==> src/rtl/rx_comma_align.sv <==
// rx_comma_align
// -----------------------------------------------------------------------------
// Word alignment for one Timepix3 8b/10b serial link.
//
// Raw 10-bit words from the deserializer are joined with the previous word to
// form a 20-bit window. The block searches that window for the K28.5 comma
// (either running disparity) at each of the ten possible bit offsets. It then
// barrel-shifts the stream so that symbols land on 10-bit boundaries.
//
// Sync FSM:
//   HUNT   -> VERIFY : a comma is seen at any offset.
//   VERIFY -> LOCKED : enough commas are seen at the same offset.
//   LOCKED -> HUNT   : decoder errors or misplaced commas pile up.
//
// Ports
//   WCLK            in   word clock, rising edge
//   RESET           in   synchronous, active-high reset
//   i_din[9:0]      in   raw deserializer word, bit 0 received first
//   i_din_valid     in   i_din carries a new word this cycle
//   i_code_err      in   decoder error for the symbol currently on o_dout
//   o_dout[9:0]     out  aligned symbol, bit 0 = bit a
//   o_dout_valid    out  new aligned symbol while LOCKED
//   o_sync_ready    out  block is LOCKED
//   o_align_pos     out  bit offset in use (0..9)
//   o_comma_det     out  comma found at o_align_pos in the symbol on o_dout
//   o_lock_loss_cnt out  saturating count of LOCKED->HUNT transitions
// -----------------------------------------------------------------------------
module rx_comma_align #(
  parameter int COMMA_LOCK_CNT = 4,  // 2..15
  parameter int ERR_UNLOCK_CNT = 8   // 1..255
) (
  input  logic       WCLK,
  input  logic       RESET,
  input  logic [9:0] i_din,
  input  logic       i_din_valid,
  input  logic       i_code_err,
  output logic [9:0] o_dout,
  output logic       o_dout_valid,
  output logic       o_sync_ready,
  output logic [3:0] o_align_pos,
  output logic       o_comma_det,
  output logic [7:0] o_lock_loss_cnt
);

  typedef enum logic [1:0] {
    ST_HUNT   = 2'd0,
    ST_VERIFY = 2'd1,
    ST_LOCKED = 2'd2
  } state_t;

  state_t      r_state;
  state_t      w_state_next;

  logic [9:0]  r_prev;
  logic [3:0]  r_align_pos;
  logic [3:0]  w_align_next;
  logic [3:0]  r_hit_cnt;
  logic [3:0]  w_hit_next;
  logic [7:0]  r_err_cnt;
  logic [7:0]  w_err_next;
  logic [7:0]  r_lock_loss_cnt;
  logic [7:0]  w_lock_loss_next;

  logic [9:0]  r_dout;
  logic [9:0]  w_dout_next;
  logic        r_dout_valid;
  logic        w_dout_valid_next;
  logic        r_comma_det;
  logic        w_comma_det_next;
  logic        r_sync_ready;

  logic [19:0] w_window;
  logic [9:0]  w_match;
  logic [9:0]  w_cand [10];
  logic [3:0]  w_comma_pos;
  logic        w_comma_any;
  logic        w_comma_at_align;
  logic        w_hit_done;
  logic        w_lock_err;
  logic [8:0]  w_err_sum;
  logic        w_unlock;

  // ---------------------------------------------------------------------------
  // Comma search and barrel shifter over the 20-bit window
  // ---------------------------------------------------------------------------
  assign w_window = {i_din, r_prev};

  // Only bits a..g are compared. They carry the comma in both disparities:
  //   0011111 (RD-) and 1100000 (RD+).
  for (genvar gi = 0; gi < 10; gi++) begin : g_offset
    assign w_match[gi] = (w_window[gi+6:gi] == 7'b1111100) ||
                         (w_window[gi+6:gi] == 7'b0000011);
    assign w_cand[gi]  = w_window[gi+9:gi];
  end

  // The lowest matching offset wins.
  always_comb begin
    w_comma_pos = 4'd0;
    for (int k = 9; k >= 0; k--) begin
      if (w_match[k]) begin
        w_comma_pos = 4'(k);
      end
    end
  end

  assign w_comma_any      = |w_match;
  assign w_comma_at_align = w_match[r_align_pos];

  // The current comma is the one that completes the lock count.
  assign w_hit_done = ({1'b0, r_hit_cnt} + 5'd1) == 5'(COMMA_LOCK_CNT);

  // Error sources in LOCKED:
  //   - a comma at a foreign offset;
  //   - a decoder error on a delivered symbol.
  // If both occur in the same cycle they count once.
  assign w_lock_err = (w_comma_any && !w_comma_at_align) ||
                      (i_code_err && r_dout_valid);

  // A good comma restarts the count before this cycle's error is added.
  assign w_err_sum = (w_comma_at_align ? 9'd0 : {1'b0, r_err_cnt}) +
                     {8'd0, w_lock_err};

  assign w_unlock = w_lock_err && (w_err_sum >= 9'(ERR_UNLOCK_CNT));

  // ---------------------------------------------------------------------------
  // FSM: state register
  // ---------------------------------------------------------------------------
  always_ff @(posedge WCLK) begin
    if (RESET) begin
      r_state <= ST_HUNT;
    end else begin
      r_state <= w_state_next;
    end
  end

  // ---------------------------------------------------------------------------
  // FSM: next state
  // Transitions happen only on words that are actually present.
  // ---------------------------------------------------------------------------
  always_comb begin
    w_state_next = r_state;
    if (i_din_valid) begin
      case (r_state)
        ST_HUNT: begin
          if (w_comma_any) begin
            w_state_next = ST_VERIFY;
          end
        end
        ST_VERIFY: begin
          if (w_comma_at_align && w_hit_done) begin
            w_state_next = ST_LOCKED;
          end
        end
        ST_LOCKED: begin
          if (w_unlock) begin
            w_state_next = ST_HUNT;
          end
        end
        default: w_state_next = ST_HUNT;
      endcase
    end
  end

  // ---------------------------------------------------------------------------
  // FSM: outputs and datapath next values
  // ---------------------------------------------------------------------------
  always_comb begin
    w_align_next     = r_align_pos;
    w_hit_next       = r_hit_cnt;
    w_err_next       = r_err_cnt;
    w_lock_loss_next = r_lock_loss_cnt;
    if (i_din_valid) begin
      case (r_state)
        ST_HUNT: begin
          if (w_comma_any) begin
            w_align_next = w_comma_pos;
            w_hit_next   = 4'd1;
          end
        end
        ST_VERIFY: begin
          if (w_comma_at_align) begin
            if (r_hit_cnt != 4'hF) begin
              w_hit_next = r_hit_cnt + 4'd1;
            end
            if (w_hit_done) begin
              w_err_next = 8'd0;
            end
          end else if (w_comma_any) begin
            // Commas moved: restart verification at the new offset.
            w_align_next = w_comma_pos;
            w_hit_next   = 4'd1;
          end
        end
        ST_LOCKED: begin
          if (w_unlock) begin
            w_align_next = 4'd0;
            w_err_next   = 8'd0;
            if (r_lock_loss_cnt != 8'hFF) begin
              w_lock_loss_next = r_lock_loss_cnt + 8'd1;
            end
          end else begin
            w_err_next = w_err_sum[8] ? 8'hFF : w_err_sum[7:0];
          end
        end
        default: ;
      endcase
    end
  end

  // Symbols are shifted with the offset in use before this word.
  // This applies in every state, so the lock word itself comes out aligned.
  always_comb begin
    w_dout_next       = r_dout;
    w_dout_valid_next = 1'b0;
    w_comma_det_next  = 1'b0;
    if (i_din_valid) begin
      w_dout_next       = w_cand[r_align_pos];
      w_dout_valid_next = (w_state_next == ST_LOCKED);
      w_comma_det_next  = w_comma_at_align;
    end
  end

  always_ff @(posedge WCLK) begin
    if (RESET) begin
      r_prev          <= 10'd0;
      r_align_pos     <= 4'd0;
      r_hit_cnt       <= 4'd0;
      r_err_cnt       <= 8'd0;
      r_lock_loss_cnt <= 8'd0;
      r_dout          <= 10'd0;
      r_dout_valid    <= 1'b0;
      r_comma_det     <= 1'b0;
      r_sync_ready    <= 1'b0;
    end else begin
      if (i_din_valid) begin
        r_prev <= i_din;
      end
      r_align_pos     <= w_align_next;
      r_hit_cnt       <= w_hit_next;
      r_err_cnt       <= w_err_next;
      r_lock_loss_cnt <= w_lock_loss_next;
      r_dout          <= w_dout_next;
      r_dout_valid    <= w_dout_valid_next;
      r_comma_det     <= w_comma_det_next;
      r_sync_ready    <= (w_state_next == ST_LOCKED);
    end
  end

  assign o_dout          = r_dout;
  assign o_dout_valid    = r_dout_valid;
  assign o_sync_ready    = r_sync_ready;
  assign o_align_pos     = r_align_pos;
  assign o_comma_det     = r_comma_det;
  assign o_lock_loss_cnt = r_lock_loss_cnt;

endmodule

==> config.mk <==
export PLATFORM = sky130hd
export DESIGN_NAME = rx_comma_align
export DESIGN_NICKNAME = d
export VERILOG_FILES = /design/src/rtl/rx_comma_align.sv
export SDC_FILE = /design/constraint.sdc
export NUM_CORES = 1
export LEC_CHECK = 0
export ABC_AREA = 1
export BUFFER_PORTS_ARGS = -buffer_cell sky130_fd_sc_hd__buf_4
export CAP_MARGIN = 20
export CORE_ASPECT_RATIO = 1.25
export CORE_MARGIN = 2
export CORE_UTILIZATION = 30
export DETAILED_ROUTE_END_ITERATION = 16
export HOLD_SLACK_MARGIN = 0.03
export PLACE_DENSITY = 0.54
export SYNTH_ARGS = -nofsm -noshare
export SYNTH_HDL_FRONTEND = slang
export SYNTH_SLANG_ARGS = --single-unit
==> constraint.sdc <==
create_clock -name WCLK -period 7.1 [get_ports WCLK]
set_input_delay 0.71 -clock WCLK [delete_from_list [all_inputs] [get_ports WCLK]]
set_output_delay 0.71 -clock WCLK [all_outputs]
set_load 0.05 [all_outputs]
Word level (Yosys, flattened, before mapping). Cells that the tools add are included.

Input bits: 14. Bits in registers: 49. Logic and storage cells: 110. Output and inout port bits: 25.

Reductions and logical operators: 26. Eq/ne operators: 31. Order comparisons: 3. Add/subtract/negate cells: 4. Bitwise logic cells: 2. Multiplexer cells: 34.

Operator list (number): 7-bit by 2-bit equality test with 1-bit output, second input constant (10); 7-bit equality test, second input constant (10); 4-bit two-way mux (16); 10-bit binary-select mux with 4-bit select (1); 8-bit two-way mux (5); 10-bit two-way mux (2); 8-bit one-hot mux with 2 select lines (1); 4-bit one-hot mux with 3 select lines (1); 4-bit AND reduction (3); 1-bit logical OR (11); 10-bit OR reduction (1); 8-bit by 1-bit adder with 9-bit output (1); 9-bit by 4-bit >= comparator with 1-bit output, second input constant (1); 8-bit by 1-bit adder with 8-bit output, second input constant (1); 2-bit two-way mux (4); 2-bit inequality test, second input constant (4); 8-bit inequality test, second input constant (1); 4-bit one-hot mux with 2 select lines (1); 2-bit one-hot mux with 3 select lines (1); 4-bit by 1-bit adder with 5-bit output, second input constant (1); 5-bit by 3-bit equality test with 1-bit output, second input constant (1); 5-bit >= comparator, second input constant (1); 4-bit by 5-bit < comparator with 1-bit output, second input constant (1); 4-bit NOT with 5-bit output (1); other kinds (15) (20).

Depth between registers and ports, before layout.
Depth after elaboration: 15. Depth in mapped cells: 27. Depth with buffers taken out: 26.

Worst setup path after synthesis. No wires, ideal clock.

Kind: input port to flip-flop. Start point: input port i_din[3]. End point: register r_err_cnt[3]. Data required time: 7.031 ns. Arrival: 3.199 ns. Cell stages on the path: 22. Buffers on the path: 0. Library setup time: 0.069 ns. Slack: 3.832 ns. Cell sequence: inv_1 > nor2_2 > nand3_1 > nand4_1 > nor3_1 > inv_1 > nor4_1 > o21ai_1 > ha_1 > nand2_1 > inv_1 > nand4_2 > nand2_1 > o21ai_0 > nand3_1 > nor2_1 > nand3_1 > nand2_1 > nand2_2 > nor2_8 > nand2_2 > a21oi_2.

Longest elaborated chain between the ends: 12. Elaborated cells on any way between the ends: 24. Classes of those cells: 1 x add/sub; 1 x order compare; 7 x eq/ne; 6 x mux; 9 x reduce/logical.

Ends and longest elaborated chain: from (decl) (line 34) `input logic [9:0] i_din,`; 7-bit equality test or 7-bit by 2-bit equality test with 1-bit output (tied branches) (line 91, 92); 1-bit logical OR (line 91) `assign w_match[gi] = (w_window[gi+6:gi] == 7'b1111100) ||`; 1-bit binary-select mux with 4-bit select (line 107) `assign w_comma_at_align = w_match[r_align_pos];`; 1-bit two-way mux (implied by the code) (line 107); 1-bit logical NOT (line 116) `assign w_lock_err = (w_comma_any && !w_comma_at_align) ||`; 1-bit logical AND (line 116); 1-bit logical OR (line 116); 8-bit by 1-bit adder with 9-bit output (line 120) `assign w_err_sum = (w_comma_at_align ? 9'd0 : {1'b0, r_err_cnt}) +`; 9-bit by 4-bit >= comparator with 1-bit output (line 123) `assign w_unlock = w_lock_err && (w_err_sum >= 9'(ERR_UNLOCK_CNT));`; 1-bit logical AND (line 123); 8-bit two-way mux (line 195) `if (w_unlock) begin`; 8-bit one-hot mux with 2 select lines (line 173) `case (r_state)`; to (signal assigned) (line 240) `r_err_cnt <= w_err_next;`; to (decl) (line 59) `logic [7:0] r_err_cnt;`.

Parallel ways exist; a longest one is shown, timed or not. The select of a mux whose other input is x is not followed. A chain may end at the register's enable or synchronous reset.

Final worst setup path.
Start point: register r_align_pos[1] (netlist: o_align_pos[1]). End point: register r_err_cnt[7].

Longest elaborated chain between the ends: 10. Elaborated cells on any way between the ends: 14. Classes of those cells: 1 x add/sub; 1 x order compare; 1 x eq/ne; 6 x mux; 5 x reduce/logical.

Ends and longest elaborated chain: from (decl) (line 55) `logic [3:0] r_align_pos;`; from (signal assigned) (line 238) `r_align_pos <= w_align_next;`; 1-bit binary-select mux with 4-bit select * (line 107); 1-bit two-way mux (implied by the code) * (line 107); 1-bit logical NOT (line 116); 1-bit logical AND (line 116); 1-bit logical OR (line 116); 8-bit by 1-bit adder with 9-bit output (line 120); 9-bit by 4-bit >= comparator with 1-bit output (line 123); 1-bit logical AND (line 123); 8-bit two-way mux (line 195); 8-bit one-hot mux with 2 select lines (line 173).

Every way passes the cells marked *; elsewhere a longest branch is shown, timed or not. The select of a mux whose other input is x is not followed.

==> summary.txt <==
STA
  • Least-Margin Pin Slew: ~0.93 ns
  • Slew headroom: about 37%
  • Fin Setup TNS: 0 ns
  • Setup violators final: 0
  • RSZ-0062 raised after global routing: false
  • Worst setup margin: roughly 3.1 ns
  • Hold_ws: between 0.4 and 0.5 ns
  • Final Skew: about 0.014 ns
  • Max Freq: between 200 and 300 MHz
  • Final-report hold violation count: 0
  • Final Max Tran Viols: 0
  • Post-layout min period: roughly 4.0 ns
  • Post-route clock period utilization: a little under three fifths

Drt
  • Drt pass-1 iters: 4
  • Drt drc: 0
  • Vias: 3595
  • Via-to-Cell Ratio: 5.06
  • Post-DR wirelength/cell: around 14 um
  • Starting DRT DRC Count: about 190
  • Post-DRT Antenna Nets: 0
  • Post-Route WL: 10200 um

Clock network
  • CTS Buffer Depth: 2
  • Insertion delay to the later sink of the worst-skew pair: around 0.30 ns
  • Root Buffer Master: clkbuf_16
  • CTS tree: built
  • Inserted Clock Buffers: 5
  • PostCTS Resize Cnt: 0
  • H-tree depth: 2
  • Sink Count: 49
  • Reg clk slew, reported paths: about 0.06 ns
  • Postcts setup bufs: 0
  • Hold_buf cts: 0

Power
  • Sw Pwr: 0.233 mW
  • VDD IR max: 0.121 mV
  • Comb pwr share: 20.4%
  • Reg power frac: approximately two fifths
  • Sw Ratio: between 30% and 40%
  • Clk network pwr share: 38.8%
  • Areal power density over the cells: ~190 mW/mm2
  • Internal cell power: between 0.5 and 0.6 mW
  • Leak: 1.72 nW

Placed design
  • Placed wire-length estimate: about 7700 um
  • Port Buf Inserts: 38
  • DP Worst Slack: approximately 3 ns
  • Routability Congestion: 0.941

Yosys
  • Asr flop ratio synth: 0%
  • Ys Warns: 0
  • Top FF cell, synth: dfxtp_1
  • Seq/Total Area, Yosys: 29.0%
  • Post-synth top area share: just under 30%
  • Leading cell type by number of instances after synthesis: nand2_1
  • Post-Synthesis Cells: 550
  • Leading cell types by count after synthesis: nand2_1 (129), nor2_1 (71), o21ai_0 (61)
  • Yosys top cell by area: dfxtp_1
  • Mapped Area: about 0.0034 mm2
  • Post-Syn Nets: 568
  • Synth top area cells: dfxtp_1 (29%), nand2_1 (14%), o21ai_0 (9.0%), nor2_1 (7.9%), nand3_1 (5.6%)
  • Post-synth EDFFs: 0
  • Syn avg cell area: slightly above 6 um2
  • Synth Register Bits: between 40 and 50
  • Distinct cells, synth: 37

Hold path
  • Worst hold path type: flip-flop to flip-flop

Critical path
  • Crit-path cells: inv_1 > nand3_1 > nand3_2 > nand3_4 > nand2_4 > o21ai_1 > ha_1 > nand2_1 > inv_1 > nand4_2 > o21ai_0 > nand3_1 > nor2_1 > nand3_1 > nand2_1 > nand2_2 > nor2_8 > nand2_2 > a21oi_2
  • CP max stage delay: approximately 0.75 ns
  • Crit path top cell by count: nand3_1
  • Crit path max fanout: 21
  • Crit path capture type: flip-flop
  • CP arrival: 4.20 ns
  • CP Class: flip-flop to flip-flop
  • Data required time at the worst endpoint: 7.33 ns
  • CP bufs+invs: 2
  • Worst path top cell family by delay: simple AND/OR/NAND/NOR gates
  • Critical path's slowest cell: dfxtp_1
  • Setup crit start kind: flip-flop

Floorplanning
  • Site row count: 43
  • I/O pin count: 39
  • Die Span Y: about 120 um
  • Die Wd: approximately 99 um
  • Die area: 0.0122 mm2
  • Core Box Area: about 0.011 mm2
  • Initial Utilization: a little under a third

Global route
  • GRT busiest layer: met2
  • Largest net degree at the start of global routing: 40
  • Vias in the first global route: around 3.5k
  • First-pass GRT wire length: between 15000 and 20000 um
  • GRT met2 Usage: 30.4%
  • Initial antenna violation count: 0
  • Grt met3 use: 2.51%
  • GR met1 Demand/Resource: a little over a fifth
  • Total GRT Usage: approximately 17%
  • GRT Residual Overflow: 0

Cells and area
  • Area grow syn2layout: 16.1%
  • Antenna Cells: 0
  • Layout cell share with drive strength beyond 1: roughly 16%
  • Fillers: ~1.2k
  • Final #Nets: a little under 600

Run status
  • Run status: completed

Job
  • Max-cap violations: 0
==> through the flow <==
step	area, um2	total power [mW]	instances	utilization [%]
2_1_floorplan	3390	0.413	550	-
3_3_place_gp	3760	0.461	703	34.1
3_5_place_dp	3760	0.460	703	34.1
4_1_cts	3930	0.747	711	35.7
5_1_grt	3930	0.776	711	35.7
6_report	3930	0.743	711	35.7
==> power groups by stage <==
stage	clock [mW]	sequential, mW	combinational (mW)
after floorplan	0	0.326	0.0879
after global placement	0	0.309	0.152
after detailed placement	0	0.309	0.151
after CTS	0.293	0.303	0.151
after global routing	0.304	0.305	0.168
final	0.288	0.303	0.152
==> routing by layer <==
| metal | wire [um] | vias to the layer above | part of all wire, % |
|---|---|---|---|
| met4 | 215 | 0 | 2.1 |
| met1 | 4470 | 1642 | 44 |
| met5 | 0 | - | 0 |
| met2 | 5080 | 73 | 50 |
| li1 | - | 1866 | - |
| met3 | 384 | 14 | 3.8 |
==> final cells by class <==
class	count	area [um2]	area share [%]
inverters	58	218	5.54
clock inverters	1	30.0	0.764
clock buffers	7	143	3.63
well taps	135	169	4.30
flip-flops and latches	49	981	24.9
multi-input cells	422	2100	53.4
repair buffers	39	293	7.45
==> worst register-to-register path, cell delays in order, from the launching register on <==
cell	delay, ns
dfxtp_1	0.75
inv_1	0.52
nand3_1	0.24
nand3_2	0.11
nand3_4	0.16
nand2_4	0.11
o21ai_1	0.33
ha_1	0.25
nand2_1	0.06
inv_1	0.07
nand4_2	0.13
o21ai_0	0.22
nand3_1	0.10
nor2_1	0.09
nand3_1	0.13
nand2_1	0.10
nand2_2	0.12
nor2_8	0.22
nand2_2	0.08
a21oi_2	0.11
==> registers in the layout, summed over array words and instances, names as in the netlist <==
register	flops
r_err_cnt	8
r_prev	10
o_dout	10
r_hit_cnt	4
o_sync_ready	1
o_align_pos	4
o_dout_valid	1
o_lock_loss_cnt	8
o_comma_det	1
r_state	2
==> placed cells by master (no fill, tap or decap), types with 2 or more instances in the layout <==
cell / instances
a21oi_1: 35
a21oi_2: 8
a31oi_1: 6
buf_4: 39
clkbuf_16: 5
clkinv_1: 3
dfxtp_1: 49
ha_1: 4
inv_1: 48
inv_2: 7
nand2_1: 129
nand2_2: 11
nand3_1: 38
nand3_2: 4
nand4_1: 11
nand4_2: 2
nor2_1: 71
nor2_2: 6
nor3_1: 6
nor4_1: 2
o211ai_1: 4
o21ai_0: 61
o21ai_1: 4
o311ai_0: 3
or2_2: 3
xor2_1: 5
==> cell families after synthesis <==
| group | after synthesis | synth area share, % |
|---|---|---|
| xor gates and xnor gates | 5 | 1.29 |
| adders and majority gates | 4 | 1.48 |
| buffers and inverters | 79 | 9.05 |
| DFF | 49 | 29.0 |
| and+or+nand+nor | 287 | 38.3 |
| AOI/OAI and AO/OA | 125 | 20.6 |
| muxes | 1 | 0.296 |
==> path summary, 6_finish.rpt <==
kind | start | end | slack (ns) | cells past startpoint
worst max-delay path | o_align_pos[1] | r_err_cnt[7] | 3.13 | 19
worst min register to register | r_err_cnt[5] | r_err_cnt[5] | 0.48 | 2
worst min-delay path | r_err_cnt[5] | r_err_cnt[5] | 0.48 | 2
worst max register to register | o_align_pos[1] | r_err_cnt[7] | 3.13 | 19
Power figures use the tool's default switching activity.
